==> config.mk <==
export PLATFORM = sky130hd
export DESIGN_NAME = bp_me_stream_to_burst
export DESIGN_NICKNAME = d
export VERILOG_FILES = /design/src/rtl/bp_me_stream_to_burst.sv
export SDC_FILE = /design/constraint.sdc
export NUM_CORES = 1
export LEC_CHECK = 0
export BUFFER_PORTS_ARGS = -buffer_cell sky130_fd_sc_hd__buf_2
export CORE_AREA = 2 2 105 107
export DETAILED_ROUTE_END_ITERATION = 8
export DIE_AREA = 0 0 107 109
export PLACE_DENSITY_LB_ADDON = 0.2
export SYNTH_ARGS = -nofsm -noshare
export SYNTH_HDL_FRONTEND = slang
export SYNTH_SLANG_ARGS = --single-unit
==> constraint.sdc <==
create_clock -name clk_i -period 11.05 [get_ports clk_i]
set_input_delay 2.7625 -clock clk_i [delete_from_list [all_inputs] [get_ports clk_i]]
set_output_delay 2.7625 -clock clk_i [all_outputs]
set_load 0.05 [all_outputs]
==> src/rtl/bp_me_stream_to_burst.sv <==
`default_nettype none
// ============================================================================
// bp_me_stream_to_burst: stream (header per beat) to burst (header once + data).
// Optional define BP_ME_STREAM_TO_BURST_HDR_CHECK_EN enables sticky hdr_err_o.
// Revision: 1.0
// ============================================================================
module bp_me_stream_to_burst #(
    parameter int          paddr_width_p   = 40,
    parameter int          data_width_p    = 64,
    parameter int          payload_width_p = 16,
    parameter logic [15:0] stream_mask_p   = 16'h0002,
    localparam int         hdr_width_lp    = payload_width_p + 3 + paddr_width_p + 8
) (
    input  logic                    clk_i,
    input  logic                    reset_n_i,

    input  logic [hdr_width_lp-1:0] msg_header_i,
    input  logic [data_width_p-1:0] msg_data_i,
    input  logic                    msg_v_i,
    output logic                    msg_ready_and_o,

    output logic [hdr_width_lp-1:0] msg_header_o,
    output logic                    msg_header_v_o,
    input  logic                    msg_header_ready_and_i,

    output logic [data_width_p-1:0] msg_data_o,
    output logic                    msg_data_v_o,
    output logic                    msg_data_last_o,
    input  logic                    msg_data_ready_and_i,

    output logic                    hdr_err_o
);

    // Header layout, LSB first: msg_type[3:0], subop[7:4], addr, size[2:0], payload
    localparam int ADDR_LSB = 8;
    localparam int SIZE_LSB = ADDR_LSB + paddr_width_p;
    localparam int LG_DW    = $clog2(data_width_p);
    localparam int CNT_W    = $clog2(1024 / data_width_p) + 1;

    logic [3:0]       msg_type;
    logic [2:0]       msg_size;
    logic [10:0]      size_bits;
    logic [10:0]      beats_raw;
    logic [CNT_W-1:0] len;
    logic             last_beat;
    logic             hdr_done;
    logic             dat_done;
    logic             accept;

    logic [CNT_W-1:0] cnt_q,      cnt_d;
    logic             hdr_sent_q, hdr_sent_d;

    assign msg_type  = msg_header_i[3:0];
    assign msg_size  = msg_header_i[SIZE_LSB +: 3];
    assign size_bits = 11'd8 << msg_size;
    assign beats_raw = size_bits >> LG_DW;

    // Messages narrower than one beat still occupy a single beat
    always_comb begin
        len = '0;
        if (stream_mask_p[msg_type]) begin
            len = (beats_raw == 11'd0) ? CNT_W'(1) : CNT_W'(beats_raw);
        end
    end

    assign last_beat       = (cnt_q == len - CNT_W'(1));

    assign msg_header_o    = msg_header_i;
    assign msg_header_v_o  = msg_v_i & ~hdr_sent_q & (cnt_q == '0);
    assign msg_data_o      = msg_data_i;
    assign msg_data_v_o    = msg_v_i & (len != '0);
    assign msg_data_last_o = last_beat;

    assign hdr_done        = hdr_sent_q | (cnt_q != '0) | (msg_header_v_o & msg_header_ready_and_i);
    assign dat_done        = (len == '0) | (msg_data_v_o & msg_data_ready_and_i);
    assign msg_ready_and_o = hdr_done & dat_done;
    assign accept          = msg_v_i & msg_ready_and_o;

    always_comb begin
        cnt_d      = cnt_q;
        hdr_sent_d = hdr_sent_q;
        if (accept) begin
            hdr_sent_d = 1'b0;
            cnt_d      = ((len == '0) || last_beat) ? '0 : cnt_q + CNT_W'(1);
        end else if (msg_header_v_o & msg_header_ready_and_i) begin
            // Header consumed while data stalls: never offer it again for this beat
            hdr_sent_d = 1'b1;
        end
    end

    always_ff @(posedge clk_i) begin
        if (!reset_n_i) begin
            cnt_q      <= '0;
            hdr_sent_q <= 1'b0;
        end else begin
            cnt_q      <= cnt_d;
            hdr_sent_q <= hdr_sent_d;
        end
    end

`ifdef BP_ME_STREAM_TO_BURST_HDR_CHECK_EN
    logic [paddr_width_p-1:0] msg_addr;
    logic [paddr_width_p-1:0] wrap_mask;
    logic [paddr_width_p-1:0] beat_off;
    logic [paddr_width_p-1:0] exp_addr;
    logic                     hdr_mismatch;

    logic [3:0]               first_type_q;
    logic [2:0]               first_size_q;
    logic [paddr_width_p-1:0] first_addr_q;
    logic                     hdr_err_q;

    assign msg_addr  = msg_header_i[ADDR_LSB +: paddr_width_p];
    assign wrap_mask = (paddr_width_p'(1) << first_size_q) - paddr_width_p'(1);
    assign beat_off  = paddr_width_p'(cnt_q) << (LG_DW - 3);
    // Successive beats advance by one beat width, wrapping inside the size-aligned block
    assign exp_addr  = (first_addr_q & ~wrap_mask) | ((first_addr_q + beat_off) & wrap_mask);

    assign hdr_mismatch = (msg_type != first_type_q) | (msg_size != first_size_q)
                        | (msg_addr != exp_addr);

    always_ff @(posedge clk_i) begin
        if (!reset_n_i) begin
            first_type_q <= '0;
            first_size_q <= '0;
            first_addr_q <= '0;
            hdr_err_q    <= 1'b0;
        end else if (accept) begin
            if (cnt_q == '0) begin
                first_type_q <= msg_type;
                first_size_q <= msg_size;
                first_addr_q <= msg_addr;
            end else if (hdr_mismatch) begin
                hdr_err_q <= 1'b1;
            end
        end
    end

    assign hdr_err_o = hdr_err_q;
`else
    assign hdr_err_o = 1'b0;
`endif

endmodule
`default_nettype wire

After elaboration in Yosys (flattened, before gate mapping)
Memory sizes are Yosys's and may differ from the RTL's.
Index checks and enable logic that the tools add are counted.
{"block": "op_classes", "n_addsub": 2, "magnitude_cmp": 1, "n_eq_ne": 1, "shifts": 1, "mux": 4, "bitwise": 12, "reduce_logical": 7}
{"op": "$mux 5", "count": 3}
{"op": "$logic_not 11->1", "count": 1}
{"op": "$shl 4x3->11 const A", "count": 1}
{"op": "$logic_not 5->1", "count": 2}
{"op": "$reduce_bool 5->1", "count": 2}
{"op": "$and 1x1->1", "count": 7}
{"op": "$add 5x1->5 const B", "count": 1}
{"op": "$eq 5x5->1", "count": 1}
{"op": "$lt 4x5->1 const B", "count": 1}
{"op": "$sub 5x1->5 const B", "count": 1}
{"op": "$or 1x1->1", "count": 3}
{"op": "$not 1->1", "count": 2}
{"op": "$reduce_or 2->1", "count": 1}
{"op": "$logic_or 1x1->1", "count": 1}
{"op": "$mux 1", "count": 1}
{"block": "word_totals", "reg_bits": 6, "romBits": 16, "in_bits": 136, "out_inout_bits": 136, "wordCells": 31, "mem_count": 1}
{"name": "(no name shown)", "words": 16, "width": 1, "read_ports": 1, "rd_ports_with_merged_regs": 0, "wr": 0, "line": "61", "text": "if (stream_mask_p[msg_type]) begin"}

Depth between registers and ports, before layout
Gate-level depths: netlist of the first run.
{"block": "depth", "word_depth": 11, "depth_mapped": 10, "ltp_nobuf": 10}

Worst setup path before layout of the first run
OpenSTA, ideal clock, no wires.
{"block": "synth_timing", "path_type": "input -> output", "startpoint": "input msg_header_i[1]", "endpoint": "output msg_data_last_o", "t_arrival_ps": 4969, "path_slack_ps": 3319, "cell_stages": 8, "path_buffers": 0, "cell_sequence": "nor4b_1 > nand2_1 > or3_1 > ha_1 > xor2_1 > or4b_1 > nand2_1 > and4_1"}
{"block": "synth_between", "elab_chain_len": 5}
{"item": "from (decl)", "line": "17", "text": "input logic [hdr_width_lp-1:0] msg_header_i,"}
{"item": "$mem_v2 16x1"}
{"item": "$mux 1 (not written as such)", "line": "61"}
{"item": "$mux 5", "line": "61"}
{"item": "$sub 5x1->5", "line": "66", "text": "assign last_beat = (cnt_q == len - CNT_W'(1));"}
{"item": "$eq 5x5->1", "line": "66"}
{"item": "to (decl)", "line": "28", "text": "output logic msg_data_last_o,"}
No other way between the ends. The select of a mux whose other input is x is not followed.

Worst setup path in the final report of the first run
Ends and elaborated chain as after synthesis.

==> results.md, run 1 <==
* Vias after detailed routing at 765
* Post-CTS setup buffer count at 0
* Worst Path Required at 8290 ps
* Total gr overflow at 0
* Fin crit share at 71.8%
* Num CTS Buffers at 3
* Finished Core Util at 8.21%
* Mean Syn Cell Area at 7.70 µm²
* First-pass GRT wire length at 4350 µm
* Post-synth top flop: dfxtp_1
* Metal2 WL at roughly 1200 µm
* Min cycle time layout at about 7900 ps
* Adder-cell area share of the yosys netlist at approximately 2.4%
* CP Cell Sequence: buf_2 > nor4b_1 > nand2_1 > or3_1 > ha_1 > xor2_1 > or4b_1 > nand2_1 > and4_1 > buf_2
* Post-synthesis async set-or-reset flop share at 0%
* Mux contribution to synthesized area at 0%
* Max Cap Viol at 0
* I/O Pins at 272
* WL met3 at between 500 and 600 µm
* Worst hold path class: reg -> reg
* Fin nets at 233
* Flop2flop setup slack at 9250 ps
* Die area at around 12000 µm²
* Mapped Cells at roughly 200
* Seq/Total Area, Yosys at 7.84%
* Post-Syn Area at 1530 µm²
* Slowest stage delay, CP at 450 ps
* Num rows at 38
* CTS root buf: clkbuf_8
* Worst Path Max Fanout at 3
* Status: completed
* Syn Nets at 338
* CP Capture Type: primary output
* Largest net degree at the start of global routing at 9
* Die Width at 107 µm
* CTS resizes at 0
* Distinct cells, synth at 34
* Met1 Wirelength at 946 µm
* Crit path DAT at approximately 5200 ps
* WL final at 3080 µm
* Post-CTS Hold Buffers at 0
* Yosys synthesis warning count at 0
* Via/cell ratio at 3.28
* RSZ-0062 raised after global routing: no
* Cell leakage power at 0.328 nW
* CTS tree: done
* Slew headroom at 59.1%
* Number of synthesized flops with an enable pin at 0
* PD cells at 86.5 nW/µm²
* Clock latency on the worst-skew pair at roughly 220 ps
* Crit-path slowest cell: or4b_1
* Port Buffers at 22
* Peak Freq at 126 MHz
* Post-DP HPWL at 2560 µm
* Simple-gate portion of the synthesized area at 12.7%
* Main combinational cell family by area after synthesis: buffers and inverters
* Min-delay src: cnt_q[1]$_SDFFE_PN0P_
* Worst hold endpoint: cnt_q[1]$_SDFFE_PN0P_
* Synth-to-layout area growth at -43.2%
* Worst Max-Slew Pin Slew at a little over 600 ps
* Worst Reg-to-Reg Cells at 6
* Die height at 109 µm
* # DRC at 0
* Starting Density at ~14%
* Leading area contributor after synthesis: buf_4
* Antenna violations before repair at 0
* Worst R2R Start: cnt_q[2]$_SDFFE_PN0P_
* Compound-cell area share of the yosys netlist at 8.90%
* Final Hold Viols at 0
* Worst-path clk slew at 40 ps
* Startpoint Class: primary input
* Routed WL per cell at between 10 and 15 µm
* Post-Synth XOR/XNOR Area at 2.29%
* Share of post-route cells with drive strength above 1 at 31.5%
* CORE AREA at 10600 µm²
* Max-slew violations at 0
* Register bit total from synthesis at 6
* Post-DRT Antenna Nets at 0
* Max H-tree Level at 1
* Clock skew at 0.781 ps
* CP Launch Point: msg_header_i[1]
* Synth top area share at 64.7%
* Clk sinks at 6
* CP Class: in -> out
* Most frequent cell after synthesis: buf_4
* Top routing layer in use: met4
* Clock Path Buffers at 2
* Setup TNS at 0 ps
* DR iter-0 viols at 9
* Hold Crit Depth at 2
* Post-synth top cells: buf_4 (132), nand2_1 (7), dfxtp_1 (6)
* Final setup violation count at 0
* VDD IR max at just under 20 µV
* Initial DRT Pass Iterations at 4
* GRT Util Overall at 5.16%
* GP Congestion at ~0.70
* Critical R2R Capture: cnt_q[2]$_SDFFE_PN0P_
* Area contributors post-synth: buf_4 (65%), dfxtp_1 (7.8%), ha_1 (2.4%), nand2_1 (1.7%), xor2_1 (1.7%)
* Number of global-route vias before repair at 780
-- metrics by stage --
| stage | setup slack (ps) | total power [mW] | std cells | instance area, µm² | hold slack (ps) |
|---|---|---|---|---|---|
| floorplan | 3320 | 0.159 | 199 | 1530 | 484 |
| global placement | 3120 | 0.0430 | 229 | 827 | 539 |
| detailed placement | 3080 | 0.0430 | 229 | 827 | 532 |
| CTS | 3070 | 0.0771 | 232 | 868 | 540 |
| global route | 2940 | 0.0793 | 232 | 868 | 576 |
| finish | 3120 | 0.0754 | 233 | 871 | 535 |
-- cells by family after synthesis --
family,after synthesis
adder cells (fa/ha/maj),3
AO/OA/AOI/OAI,17
buffers and inverters,136
other,1
flip-flops,6
AND/OR/NAND/NOR,32
XOR/XNOR,4
-- layout by cell type, fill, tap and decap left out, drive strengths merged, types with 3 or more instances in the layout --
master	synthesis	layout
buf	132	22
clkbuf	0	3
dfxtp	6	6
inv	4	4
nand2	7	7
o21ai	3	3
ha	3	3
xor2	3	3
nand3	4	4
o211ai	3	3
nor2	5	5
a21boi	3	3
-- sequential cells by signal, indices dropped and copies added, names as in the netlist --
signal	cells
cnt_q	5
hdr_sent_q	1
-- worst max-delay path: cells and delay by family --
kind,cells,cell delay (ps)
fa+ha+maj,1,290
simple gates,6,1580
buf+inv,2,370
xor+xnor,1,160
-- power breakdown --
group | total [mW] | switching, mW | internal [mW]
clock | 0.0330 | 0.00960 | 0.0234
combinational | 0.0200 | 0.0147 | 0.00536
sequential | 0.0223 | 0.000240 | 0.0221
-- worst max path at each step --
stage,slack (ps),endpoint
final,3120,msg_data_last_o
after global placement,3120,msg_data_last_o
after CTS,3070,msg_data_last_o
after detailed placement,3080,msg_data_last_o
after floorplan,3320,msg_data_last_o
after global routing,2940,msg_data_last_o
-- cell type report --
| type | count | area, µm² |
|---|---|---|
| fillers | 1243 | 9730 |
| multi-input cells | 57 | 407 |
| repair buffers | 22 | 110 |
| flip-flops and latches | 6 | 120 |
| diodes | 1 | 2.50 |
| clock buffers | 3 | 41.3 |
| inverters | 4 | 15.0 |
| well taps | 140 | 175 |
-- layer usage --
layer  global-route usage (%)  up-vias
li1                         -      300
met1                     3.93      345
met2                     6.60       74
met3                     5.08       46
met4                     6.59        0
met5                        0        -
Note: power is estimated with default switching activity, not from simulation.
==> inputs of run 2 (changes only) <==
Settings changed: CORE_AREA 2 2 105 107 to 2 2 106 108, DIE_AREA 0 0 107 109 to 0 0 108 110.
Clock period 11.05 ns to 6.4 ns, I/O delays scaled along.
==> results.md, run 2 (synthesis results as in run 1) <==
* CP Capture Type: primary output
* Final Hold Viols at 0
* Max Cap Viol at 0
* Synth-to-layout area growth at -43.3%
* Setup TNS at 0 ps
* # DRC at 0
* Number of fill cells at 1247
* Vias after detailed routing at 750
* Clock Path Buffers at 2
* Flop2flop setup slack at between 4000 and 5000 ps
* CTS resizes at 0
* Antenna violations before repair at 1
* Post-CTS setup buffer count at 0
* CORE AREA at approximately 11000 µm²
* Fin nets at 233
* Min-delay src: cnt_q[1]$_SDFFE_PN0P_
* VDD IR max at 36.8 µV
* Initial DRT Pass Iterations at 4
* Die Width at 108 µm
* Worst hold path class: reg -> reg
* CP Class: in -> out
* First-pass GRT wire length at 4170 µm
* Starting Density at 14.3%
* Cell leakage power at 0.328 nW
* RSZ-0062 raised after global routing: no
* Post-DP HPWL at 2340 µm
* CTS tree: done
* Final setup margin at 762 ps
* Worst Max-Slew Pin Slew at 631 ps
* Clock latency on the worst-skew pair at 220 ps
* Worst R2R Start: cnt_q[2]$_SDFFE_PN0P_
* DR iter-0 viols at 12
* Crit path DAT at 4040 ps
* Register area at 120 µm²
* PD cells at 151 nW/µm²
* WL final at 2880 µm
* Minimum setup slack after placement at 750 ps
* Worst Path Max Fanout at 3
* Share of post-route cells with drive strength above 1 at 31.5%
* Post-CTS Hold Buffers at 0
* Largest net degree at the start of global routing at 9
* Setup crit end: msg_data_last_o
* Multi-input gate area at between 400 and 500 µm²
* Biggest regs: cnt_q: 5 flops, hdr_sent_q: 1 flops
* Status: completed
* WHS at 534 ps
* Antenna Cells at 0
* I/O Pins at about 270
* Biggest register: cnt_q
* Max reg flops at 5
* Final setup violation count at 0
* Fin crit share at 88.1%
* Clock skew at 3.02 ps
* Total gr overflow at 0
* Num CTS Buffers at 3
* Max-slew violations at 0
* Die area at 11900 µm²
* Routed WL per cell at approximately 12 µm
* Worst Reg-to-Reg Cells at 6
* Max H-tree Level at 1
* CTS root buf: clkbuf_8
* Critical R2R Capture: cnt_q[2]$_SDFFE_PN0P_
* Via/cell ratio at 3.23
* Min cycle time layout at 5640 ps
* Post-DRT Antenna Nets at 0
* Slew headroom at 58.0%
* Commonest cells after routing, fill and taps aside: buf_2 (22), nand2_1 (7), dfxtp_1 (6), nor2_1 (5)
* Num rows at 38
* Die height at approximately 110 µm
* Worst Path Required at 4800 ps
* GRT Util Overall at 4.85%
* Peak Freq at 177 MHz
* CP Launch Point: msg_header_i[1]
* Startpoint Class: primary input
* Number of global-route vias before repair at 781
* Commonest non-fill, non-tap cell in the layout: buf_2
* Port Buffers at 22
* Clk sinks at 6
* GP Congestion at 0.711
* Worst-path clk slew at 40 ps
## run 2: changes by cell type in the layout (fill, tap and decap cells not counted), sizes merged
cell / previous run / this run
diode: 1 / 0
## run 2: per-layer routing
| layer | GRT usage (%) | part of all wire, % | routed length, µm |
|---|---|---|---|
| met1 | 3.88 | 33 | 942 |
| met2 | 6.11 | 37 | 1050 |
| met3 | 4.64 | 19 | 554 |
| met4 | 6.14 | 11 | 316 |
| met5 | 0 | 0.56 | 16 |
## run 2: worst max-delay path, stage by stage
cell and delay, ps:
buf_2 110, nor4b_1 440, nand2_1 130, or3_1 330
ha_1 290, xor2_1 170, or4b_1 440, nand2_1 90
and4_1 180, buf_2 260
## run 2: layout make-up
type	instances	share of cell area, %
multi-input cells	57	46.8
clock buffers	3	4.76
inverters	4	1.73
flip-flops and latches	6	13.8
repair buffers	22	12.7
well taps	140	20.2
## run 2: how the worst min path moves through the flow
stage                            end  slack, ps  depth (start not counted)
3_5_place_dp   cnt_q[1]$_SDFFE_PN0P_        530                          2
4_1_cts        cnt_q[1]$_SDFFE_PN0P_        540                          2
6_report       cnt_q[1]$_SDFFE_PN0P_        530                          2
3_3_place_gp   cnt_q[1]$_SDFFE_PN0P_        550                          2
2_1_floorplan  cnt_q[1]$_SDFFE_PN0P_        480                          2
5_1_grt        cnt_q[1]$_SDFFE_PN0P_        580                          2
## run 2: power by group
| group | switching [mW] | leakage [nW] | internal, mW |
|---|---|---|---|
| clock | 0.0171 | 0.0216 | 0.0405 |
| combinational | 0.0255 | 0.258 | 0.00926 |
| sequential | 0.000397 | 0.0485 | 0.0381 |
## run 2: through the flow
stage | cell area, µm² | utilization, % | std cells | power [mW]
detailed placement | 827 | 7.73 | 229 | 0.0743
global route | 868 | 8.12 | 232 | 0.139
floorplan | 1530 | - | 199 | 0.274
global placement | 827 | 7.73 | 229 | 0.0747
CTS | 868 | 8.12 | 232 | 0.133
finish | 868 | 8.12 | 232 | 0.131
==> inputs of run 3 (changes only) <==
Settings changed: MAX_ROUTING_LAYER set to met4.
==> results.md, run 3 (synthesis results as in run 1) <==
* Status: completed
* Num rows at 38
* CP Capture Type: primary output
* Clk sinks at 6
* Commonest non-fill, non-tap cell in the layout: buf_2
* Crit path DAT at ~4000 ps
* Number of fill cells at 1247
* Num CTS Buffers at 3
* Max-slew violations at 0
* GRT Util Overall at 4.98%
* Worst hold path class: reg -> reg
* PD cells at 150 nW/µm²
* Port Buffers at 22
* Worst R2R Start: cnt_q[2]$_SDFFE_PN0P_
* Biggest regs: cnt_q: 5 flops, hdr_sent_q: 1 flops
* Hold Crit Depth at 2
* Post-CTS Hold Buffers at 0
* # DRC at 0
* Peak Freq at 177 MHz
* CP Cell Sequence: buf_2 > nor4b_1 > nand2_1 > or3_1 > ha_1 > xor2_1 > or4b_1 > nand2_1 > and4_1 > buf_2
* RSZ-0062 raised after global routing: no
* WHS at 535 ps
* Min cycle time layout at about 5600 ps
* Die height at between 100 and 150 µm
* Number of global-route vias before repair at 784
* Finished Core Util at 8.14%
* Die Width at about 110 µm
* VDD IR max at between 30 and 40 µV
* Largest net degree at the start of global routing at 9
* Clock skew at 3.54 ps
* Total gr overflow at 0
* Via/cell ratio at roughly 3.2
* Post-DRT Antenna Nets at 0
* Worst Path Max Fanout at 3
* Final setup violation count at 0
* I/O Pins at 272
* Critical R2R Capture: cnt_q[2]$_SDFFE_PN0P_
* Fin nets at ~230
* Cell leakage power at 0.328 nW
* CP Class: in -> out
* Biggest register: cnt_q
* Worst Reg-to-Reg Cells at 6
* Post-CTS setup buffer count at 0
* Clock Path Buffers at 2
* Max H-tree Level at 1
* Routed WL per cell at 12.4 µm
* Worst Path Required at 4800 ps
* Die area at around 12000 µm²
* Worst-path clk slew at 40 ps
* Vias after detailed routing at 749
* CTS resizes at 0
* Worst Max-Slew Pin Slew at 623 ps
* Fin crit share at 88.1%
* Synth-to-layout area growth at -43.2%
* Clock latency on the worst-skew pair at 220 ps
* Final Hold Viols at 0
* Starting Density at 14.3%
* Setup TNS at 0 ps
* First-pass GRT wire length at 4160 µm
* Initial DRT Pass Iterations at 4
* CORE AREA at approximately 11000 µm²
* Share of post-route cells with drive strength above 1 at around a third
* CTS tree: done
* Max reg flops at 5
* Worst hold endpoint: cnt_q[1]$_SDFFE_PN0P_
* Min-delay src: cnt_q[1]$_SDFFE_PN0P_
* Antenna violations before repair at 1
* DR iter-0 viols at 14
* WL final at 2880 µm
* Post-DP HPWL at 2340 µm
* Startpoint Class: primary input
* Slowest stage delay, CP at 440 ps
* Slew headroom at 58.5%
* GP Congestion at 0.719
* CTS root buf: clkbuf_8
* Max Cap Viol at 0
* Commonest cells after routing, fill and taps aside: buf_2 (22), nand2_1 (7), dfxtp_1 (6), nor2_1 (5)
* Crit-path slowest cell: nor4b_1
* Flop2flop setup slack at between 4000 and 5000 ps
## run 3: through the flow
stage	area, µm²	cells	power [mW]	setup slack (ps)
after floorplan	1530	199	0.274	994
after global placement	827	229	0.0747	806
after detailed placement	827	229	0.0743	750
after CTS	868	232	0.133	740
after global routing	871	233	0.139	575
final	871	233	0.131	762
## run 3: worst max-delay path: cells and delay by family
kind / cells / cell delay (ps)
AND/OR/NAND/NOR: 6 / 1610
buffers and inverters: 2 / 370
adder cells (fa/ha/maj): 1 / 290
XOR/XNOR: 1 / 170
## run 3: area by class of cell
class | instances | area, µm² | share of cell area, %
diodes | 1 | 2.50 | 0.287
clock buffers | 3 | 41.3 | 4.74
inverters | 4 | 15.0 | 1.72
multi-input cells | 57 | 407 | 46.7
flip-flops and latches | 6 | 120 | 13.8
well taps | 140 | 175 | 20.1
repair buffers | 22 | 110 | 12.6
## run 3: how the worst max path moves through the flow
| stage | slack, ps | from | endpoint |
|---|---|---|---|
| floorplan | 990 | msg_header_i[1] | msg_data_last_o |
| global placement | 810 | msg_header_i[1] | msg_data_last_o |
| detailed placement | 750 | msg_header_i[1] | msg_data_last_o |
| CTS | 740 | msg_header_i[1] | msg_data_last_o |
| global route | 580 | msg_header_i[1] | msg_data_last_o |
| finish | 760 | msg_header_i[1] | msg_data_last_o |
## run 3: layer usage
metal / wire length [µm] / up-vias / global-route usage (%) / part of all wire [%]
li1: - / 305 / - / -
met1: 942 / 330 / 3.81 / 33
met2: 1050 / 71 / 6.15 / 36
met3: 569 / 43 / 4.64 / 20
met4: 320 / 0 / 6.14 / 11
met5: 0 / - / - / 0
## run 3: power breakdown
group	leakage (nW)	switching (mW)	internal [mW]	total (mW)
Combinational	0.258	0.0255	0.00926	0.0347
Sequential	0.0485	0.000397	0.0381	0.0385
Clock	0.0216	0.0168	0.0405	0.0573
